[src/rtl/kgp_isa_pkg.sv]
// KGP-RISC ISA constants shared by the ALU issue controller and its decoder.
// Opcodes, ALU mode encodings and the issue FSM state type.
package kgp_isa_pkg;

  localparam logic [5:0] OP_RTYPE = 6'h00;
  localparam logic [5:0] OP_ADDI  = 6'h01;
  localparam logic [5:0] OP_ANDI  = 6'h02;
  localparam logic [5:0] OP_ORI   = 6'h03;
  localparam logic [5:0] OP_XORI  = 6'h04;
  localparam logic [5:0] OP_LEA   = 6'h05;

  localparam logic [3:0] ALU_ADD    = 4'd0;
  localparam logic [3:0] ALU_SUB    = 4'd1;
  localparam logic [3:0] ALU_AND    = 4'd2;
  localparam logic [3:0] ALU_OR     = 4'd3;
  localparam logic [3:0] ALU_XOR    = 4'd4;
  localparam logic [3:0] ALU_NOT    = 4'd5;
  localparam logic [3:0] ALU_SLL    = 4'd6;
  localparam logic [3:0] ALU_SRL    = 4'd7;
  localparam logic [3:0] ALU_SRA    = 4'd8;
  localparam logic [3:0] ALU_SLA    = 4'd9;
  localparam logic [3:0] ALU_ADDSH2 = 4'd10;

  // Highest funct value an R-type instruction may carry.
  localparam logic [3:0] ALU_RTYPE_MAX = ALU_SLA;

  typedef enum logic [1:0] {
    IDLE   = 2'd0,
    DECODE = 2'd1,
    EXEC   = 2'd2,
    WB     = 2'd3
  } state_e;

endpackage

[src/rtl/alu_ctrl_decode.sv]
// Combinational instruction decoder for the ALU issue controller.
// Maps opcode/funct to ALU mode, destination register and operand source.
module alu_ctrl_decode
  import kgp_isa_pkg::*;
(
  input  logic [5:0] opcode_i,
  input  logic [3:0] funct_i,
  input  logic [4:0] rt_i,
  input  logic [4:0] rd_i,
  output logic [3:0] mode_o,
  output logic [4:0] dest_o,
  output logic       use_imm_o,
  output logic       illegal_o
);

  always_comb begin
    mode_o    = ALU_ADD;
    dest_o    = rt_i;
    use_imm_o = 1'b1;
    illegal_o = 1'b0;
    unique case (1'b1)
      (opcode_i == OP_RTYPE): begin
        mode_o    = funct_i;
        dest_o    = rd_i;
        use_imm_o = 1'b0;
        illegal_o = (funct_i > ALU_RTYPE_MAX);
      end
      (opcode_i == OP_ADDI): mode_o = ALU_ADD;
      (opcode_i == OP_ANDI): mode_o = ALU_AND;
      (opcode_i == OP_ORI):  mode_o = ALU_OR;
      (opcode_i == OP_XORI): mode_o = ALU_XOR;
      (opcode_i == OP_LEA):  mode_o = ALU_ADDSH2;
      default:               illegal_o = 1'b1;
    endcase
  end

endmodule

[src/rtl/alu_issue_ctrl.sv]
// Multi-cycle execute controller driving the KGP-RISC ALU and register file.
// One instruction per four cycles: IDLE -> DECODE -> EXEC -> WB.
module alu_issue_ctrl
  import kgp_isa_pkg::*;
#(
  parameter int DATA_W  = 32,
  parameter int REG_AW  = 5,
  parameter bit R0_ZERO = 1'b1
) (
  input  logic              clk,
  input  logic              rst,
  input  logic              in_valid,
  output logic              in_ready,
  input  logic [31:0]       instr,
  output logic [REG_AW-1:0] rf_raddr1,
  output logic [REG_AW-1:0] rf_raddr2,
  input  logic [DATA_W-1:0] rf_rdata1,
  input  logic [DATA_W-1:0] rf_rdata2,
  output logic [DATA_W-1:0] alu_op1,
  output logic [DATA_W-1:0] alu_op2,
  output logic [3:0]        alu_mode,
  output logic              alu_en,
  input  logic [DATA_W-1:0] alu_out,
  output logic              rf_we,
  output logic [REG_AW-1:0] rf_waddr,
  output logic [DATA_W-1:0] rf_wdata,
  output logic              zero_flag,
  output logic              sign_flag,
  output logic              illegal
);

  state_e st_q, st_d;

  logic [31:0]       instr_q;
  logic [DATA_W-1:0] op1_q, op2_q, res_q;
  logic [3:0]        mode_q;
  logic [REG_AW-1:0] dest_q;
  logic              zf_q, sf_q;

  logic [3:0]        dec_mode;
  logic [4:0]        dec_dest;
  logic              dec_use_imm;
  logic              dec_ill;
  logic [DATA_W-1:0] imm_sx;

  alu_ctrl_decode u_dec (
    .opcode_i  (instr_q[31:26]),
    .funct_i   (instr_q[3:0]),
    .rt_i      (instr_q[20:16]),
    .rd_i      (instr_q[15:11]),
    .mode_o    (dec_mode),
    .dest_o    (dec_dest),
    .use_imm_o (dec_use_imm),
    .illegal_o (dec_ill)
  );

  assign imm_sx = {{(DATA_W-16){instr_q[15]}}, instr_q[15:0]};

  always_ff @(posedge clk) begin
    if (rst) st_q <= IDLE;
    else     st_q <= st_d;
  end

  always_comb begin
    st_d = st_q;
    unique case (st_q)
      IDLE:    if (in_valid) st_d = DECODE;
      DECODE:  st_d = dec_ill ? IDLE : EXEC;
      EXEC:    st_d = WB;
      WB:      st_d = IDLE;
      default: st_d = IDLE;
    endcase
  end

  // Pulses are masked by rst so an aborted instruction leaves no trace.
  always_comb begin
    in_ready  = (st_q == IDLE);
    alu_en    = (st_q == EXEC);
    illegal   = (st_q == DECODE) && dec_ill && !rst;
    rf_we     = (st_q == WB) && !rst &&
                !(R0_ZERO && (dest_q == '0));
    rf_raddr1 = '0;
    rf_raddr2 = '0;
    if (st_q == DECODE) begin
      rf_raddr1 = REG_AW'(instr_q[25:21]);
      rf_raddr2 = REG_AW'(instr_q[20:16]);
    end
  end

  always_ff @(posedge clk) begin
    if (rst) begin
      instr_q <= '0;
      op1_q   <= '0;
      op2_q   <= '0;
      mode_q  <= '0;
      dest_q  <= '0;
      res_q   <= '0;
      zf_q    <= 1'b0;
      sf_q    <= 1'b0;
    end else begin
      if (st_q == IDLE && in_valid)
        instr_q <= instr;
      if (st_q == DECODE && !dec_ill) begin
        op1_q  <= rf_rdata1;
        op2_q  <= dec_use_imm ? imm_sx : rf_rdata2;
        mode_q <= dec_mode;
        dest_q <= REG_AW'(dec_dest);
      end
      if (st_q == EXEC)
        res_q <= alu_out;
      if (st_q == WB) begin
        zf_q <= (res_q == '0);
        sf_q <= res_q[DATA_W-1];
      end
    end
  end

  assign alu_op1   = op1_q;
  assign alu_op2   = op2_q;
  assign alu_mode  = mode_q;
  assign rf_waddr  = dest_q;
  assign rf_wdata  = res_q;
  assign zero_flag = zf_q;
  assign sign_flag = sf_q;

endmodule

[config.mk]
export PLATFORM = sky130hd
export DESIGN_NAME = alu_issue_ctrl
export DESIGN_NICKNAME = d
export VERILOG_FILES = /design/src/rtl/kgp_isa_pkg.sv /design/src/rtl/alu_ctrl_decode.sv /design/src/rtl/alu_issue_ctrl.sv
export SDC_FILE = /design/constraint.sdc
export NUM_CORES = 1
export LEC_CHECK = 0
export ABC_AREA = 1
export CAP_MARGIN = 20
export CORE_MARGIN = 2
export CORE_UTILIZATION = 33
export DETAILED_ROUTE_END_ITERATION = 10
export SETUP_SLACK_MARGIN = 0.15
export SLEW_MARGIN = 10
export SYNTH_ARGS = -nofsm -noshare
export SYNTH_HDL_FRONTEND = slang
export SYNTH_HIERARCHICAL = 1
export SYNTH_SLANG_ARGS = --single-unit
[constraint.sdc]
create_clock -name clk -period 2.11 [get_ports clk]
set_input_delay 0.422 -clock clk [delete_from_list [all_inputs] [get_ports clk]]
set_output_delay 0.422 -clock clk [all_outputs]
set_load 0.01 [all_outputs]
Yosys cells after proc, flatten, opt, wreduce, memory -nomap -nowiden
Cells that the tools add are included.
{"block": "op_classes", "n_reduce_logical": 14, "muxes": 9, "order_cmp": 1, "eq_ne": 9}
{"operator": "logical NOT 32 bit", "count": 1}
{"operator": "2-to-1 mux 32 bit", "count": 1}
{"operator": "case mux 4 bit (5 select lines)", "count": 1}
{"operator": "2-to-1 mux 5 bit", "count": 3}
{"operator": "== test 6 x 2 -> 1 bit (second input constant)", "count": 2}
{"operator": "== test 6 x 3 -> 1 bit (second input constant)", "count": 2}
{"operator": "case mux 2 bit (4 select lines)", "count": 1}
{"operator": "== test 6 x 1 -> 1 bit (second input constant)", "count": 1}
{"operator": "logical AND 1 bit", "count": 6}
{"operator": "logical NOT 6 bit", "count": 1}
{"operator": "logical NOT 5 bit", "count": 1}
{"operator": "OR reduction 5 bit", "count": 1}
{"operator": "== test 2 bit (second input constant)", "count": 2}
{"operator": "greater-than comparator 4 bit (second input constant)", "count": 1}
{"operator": "2-to-1 mux 2 bit", "count": 2}
{"operator": "logical NOT 1 bit", "count": 3}
{"operator": "== test 2 x 1 -> 1 bit (second input constant)", "count": 1}
{"operator": "logical NOT 2 bit", "count": 1}
{"operator": "inequality test 2 bit (second input constant)", "count": 1}
{"operator": "case mux 1 bit (2 select lines)", "count": 1}
{"block": "totals", "reg_bits": 141, "out_inout_bits": 121}

Longest topological paths before layout
{"block": "depth", "depth_word": 5, "depth_mapped": 11, "ltp_nobuf": 9}

Modules after synthesis
Netlist, hierarchy kept.
{"module": "alu_issue_ctrl", "area_per_inst_um2": 5811.8, "cells_each": 754, "n_inst": 1}
{"module": "alu_ctrl_decode", "area_per_inst_um2": 251.5, "cells_each": 42, "n_inst": 1}

Worst setup path after synthesis
Ideal clock, no wire load.
{"block": "synth_timing", "path_type": "register to output", "startpoint": "reg instr_q[29]", "endpoint": "out illegal", "n_path_buf": 1, "stages_incl_launch_ff": 9, "slack_ns": 0.282, "arrival_time_ns": 1.406, "path_cell_list": "dfxtp_1 -> nor2_4 -> nand3_4 -> nor2_1 -> o21ai_0 -> nand2_1 -> inv_2 -> buf_1 -> nor3_1"}
{"block": "synth_between", "elab_chain_len": 5, "word_cells_on_any_way": 10, "classes_between": "eq/ne (5); mux (1); reduce/logical (4)"}
{"item": "from (decl)", "line_no": "alu_issue_ctrl.sv:34", "source": "logic [31:0] instr_q;"}
{"item": "from (signal assigned)", "line_no": "alu_issue_ctrl.sv:102", "source": "instr_q <= instr;"}
{"item": "== test 6 x 3 -> 1 bit, or another cell as far along", "line_no": "alu_ctrl_decode.sv:32", "source": "(opcode_i == OP_LEA): mode_o = ALU_ADDSH2;"}
{"item": "OR reduction 5 bit (no source line)"}
{"item": "case mux 1 bit (2 select lines) *", "line_no": "alu_ctrl_decode.sv:21", "source": "unique case (1'b1)"}
{"item": "named net dec_ill", "line_no": "alu_issue_ctrl.sv:43", "source": "logic dec_ill;"}
{"item": "logical AND 1 bit * (2 in series)", "line_no": "alu_issue_ctrl.sv:79", "source": "illegal = (st_q == DECODE) && dec_ill && !rst;"}
{"item": "to (decl)", "line_no": "alu_issue_ctrl.sv:29", "source": "output logic illegal"}
The timed path passes the listed nets; every way through them passes the cells marked *.

Worst setup path after layout
{"block": "layout_timing", "startpoint": "reg instr_q[28]", "endpoint": "out illegal"}
The elaborated chain is that of the path after synthesis.

==> impl_metrics.csv <==
group,metric,value,unit
logic_synthesis,synth_warnings,6,
pwr,powerDensity,787,nW/um^2
logic_synthesis,synth.area.top_cells,"dfxtp_1, nand2_1, a21oi_1, nand4_1, inv_1",
cells_and_area,diodes,0,
global_route,grt_antenna_before_repair,0,
sta,maxSlewViolCount,0,
logic_synthesis,ys_seq_area_frac,0.466,
sta,period_needed,2.02,ns
placed_design,gp_congestion,0.842,
cells_and_area,instances_no_fill,1272,
global_route,first_global_vias,5650,
clock_tree,cts_made_buffers,17,
critical_path,cp-start-kind,"flip-flop",
route,dr.pass1.iters,4,
route,vias_per_cell,4.74,
logic_synthesis,yosys.area.top_type,"dfxtp_1",
die,die_w,140,microns
pwr,power_leakage,0.00353,uW
die,die_area,19500,sq um
cells_and_area,syn2layout_area_growth,55.5,%
global_route,track_usage,0.195,
clock_tree,htree_levels,4,
route,routedWlPerCell,15.2,microns
die,core_area,18000,sq um
logic_synthesis,synth_top_family_by_area,"simple AND/OR/NAND/NOR gates",
sta,relSlewSlack,0.526,
run_status,status,"finished clean",
clock_tree,path_clk_slew,0.06,ns
route,vias,6028,
critical_path,crit_path_end_kind,"output pin",
cells_and_area,layout.nets,1161,
logic_synthesis,muxShareOfSynthArea,0,
sta,tightest_slew,0.710,ns
sta,whs,0.460,ns
route,route.detailed.drc,0,
pwr,ir_drop,0.576,mV
route,initialDrtViolationCount,344,
logic_synthesis,synth.avg_cell_area,7.62,sq um
global_route,grt_max_degree,98,
clock_tree,clock_sinks,141,
hold_path,hp-class,"flip-flop to flip-flop",
global_route,grt_overflow,0,
critical_path,startpoint,"instr_q[28]$_SDFFE_PP0P_",
placed_design,placedCellCount,1233,
placed_design,dp_hpwl,13.0,mm
critical_path,rr_startpoint,"instr_q[31]$_SDFFE_PP0P_",
sta,setup_viol,0,
clock_tree,clk_latency,0.42,ns
logic_synthesis,ys_ff_latch,141,
cells_and_area,multi_input_area,2620,sq um
cells_and_area,nFillCells,1788,
sta,period_share,0.956,
sta,finalClockSkew,0.00959,ns
critical_path,worstSetupPathType,"flip-flop to output pin",
critical_path,required,1.69,ns
route,finalWirelength,19.3,mm
logic_synthesis,syn-cell-area,6060,sq um
logic_synthesis,synth_compound_area_frac,0.186,
sta,tns,0,ns
logic_synthesis,synth_fp_nets,927,
logic_synthesis,synth-simple-area-share,0.244,
hold_path,worstHoldStart,"alu_op1[20]$_SDFFE_PP0P_",
pwr,totalPowerFinal,7420,uW
clock_tree,tritoncts,"done",
sta,final_hold_viol_count,0,
logic_synthesis,yosysTopAreaCellShare,0.466,
die,rows,49,
cells_and_area,drive_gt1_frac,0.105,
route,final_antenna_net_count,0,
die,die_y,140,microns
sta,rsz0062_at_grt,"true",
logic_synthesis,netlist_instances,796,
cells_and_area,seq_area,2830,sq um
critical_path,worstPathArrival,1.60,ns
global_route,grt_first_pass_wirelength,30.5,mm
logic_synthesis,synth_xor_xnor_area_share,0,
die,initial_core_util,0.336,
clock_tree,cts_max_path_buffers,2,
placed_design,numPortBuffers,251,
critical_path,cp_max_fo,4,
logic_synthesis,synth_fa_ha_area_frac,0,
die,num_io_pins,252,
logic_synthesis,synth_cell_types,25,
sta,fmax,0.496,GHz
clock_tree,cts_root_buf,"clkbuf_16",
job,maxCapViolCount,0,
[logic make-up (layout without fill, tap and decap cells)]
group           Yosys count  count (layout)
compound gates          181             181
flops                   141             141
buf+inv                 152             399
simple gates            322             322
[stage by stage]
step	util	setup WS, ns	cell area (sq um)
global placement	0.488	0.0301	8790
floorplan	-	0.282	6060
CTS	0.519	0.0398	9360
finish	0.523	0.0922	9430
detailed placement	0.488	0.0183	8790
global route	0.523	-0.0910	9430
[layout make-up]
| type | instances | area share |
|---|---|---|
| flip-flops and latches | 141 | 0.300 |
| repair buffers | 281 | 0.299 |
| well taps | 229 | 0.0304 |
| clock inverters | 14 | 0.0127 |
| inverters | 86 | 0.0342 |
| multi-input cells | 503 | 0.278 |
| clock buffers | 18 | 0.0455 |
[worst max-delay path, cell delays in order (launching register included)]
cell and delay (ns):
dfxtp_2 0.34, nor2_4 0.17, nand3_4 0.09, nor2_2 0.09, o21ai_1 0.06, nand2_1 0.09
inv_2 0.04, nor3_2 0.14, buf_4 0.15
[final timing paths]
path	slack, ns	end	cells after the start
worst min register to register	0.46	alu_op1[20]$_SDFFE_PP0P_	2
worst max register to register	0.26	alu_op2[6]$_SDFFE_PP0P_	11
worst max-delay path	0.09	illegal	8
worst min-delay path	0.46	alu_op1[20]$_SDFFE_PP0P_	2
[flip-flops by register name, indices dropped and copies added, names as in the netlist, named ones only]
register and flops:
instr_q 32, rf_wdata 32, sign_flag 1, alu_mode 4, zero_flag 1, alu_op1 32
st_q 1, rf_waddr 5, alu_op2 32
[synth_stat cells, drive strengths merged]
| cell | n |
|---|---|
| nor2 | 71 |
| o21ai | 41 |
| dfxtp | 141 |
| inv | 86 |
| clkbuf | 36 |
| a21oi | 101 |
| nand3b | 1 |
| nand3 | 9 |
| buf | 30 |
| nor3 | 2 |
| nand4 | 76 |
| nand2 | 163 |
| a211oi | 39 |
[report_power, final]
group	switching, uW	internal (uW)	total [uW]	leakage [uW]
Combinational	885	781	1670	0.00212
Clock	1190	1620	2810	0.000262
Sequential	100	2840	2940	0.00115
Total	2180	5240	7420	0.00353
[metal layers]
layer / vias to the layer above / part of all wire / GRT usage
met5: - / 0 / 0
met1: 2730 / 0.46 / 0.265
li1: 3119 / - / -
met4: 0 / 0.011 / 0.0532
met2: 161 / 0.47 / 0.305
met3: 18 / 0.060 / 0.0568
[layout by cell type, fill, tap and decap left out, types with 2 or more instances in the layout]
| cell | n |
|---|---|
| buf_4 | 24 |
| inv_1 | 83 |
| dlygate4sd2_1 | 11 |
| nand2_1 | 159 |
| o21ai_0 | 33 |
| nand2_2 | 4 |
| clkdlybuf4s50_1 | 236 |
| nand3_4 | 2 |
| nand4_1 | 76 |
| clkinv_2 | 5 |
| clkinv_4 | 2 |
| clkdlybuf4s15_1 | 2 |
| buf_12 | 7 |
| dfxtp_2 | 4 |
| a211oi_1 | 20 |
| nor2_1 | 66 |
| clkbuf_16 | 17 |
| clkinvlp_4 | 4 |
| a211oi_2 | 19 |
| o21ai_2 | 7 |
| inv_2 | 3 |
| a21oi_1 | 101 |
| nor2_4 | 3 |
| nand3_1 | 7 |
| dfxtp_1 | 136 |
| inv_6 | 2 |
[repair_timing]
item                       in CTS  in global routing
buffers inserted                3                  4
hold buffers                    0                  0
pin swaps                       3                  5
resized for setup              23                 12
setup endpoints to repair      14                 72
Note: power is estimated with default switching activity, not from simulation.
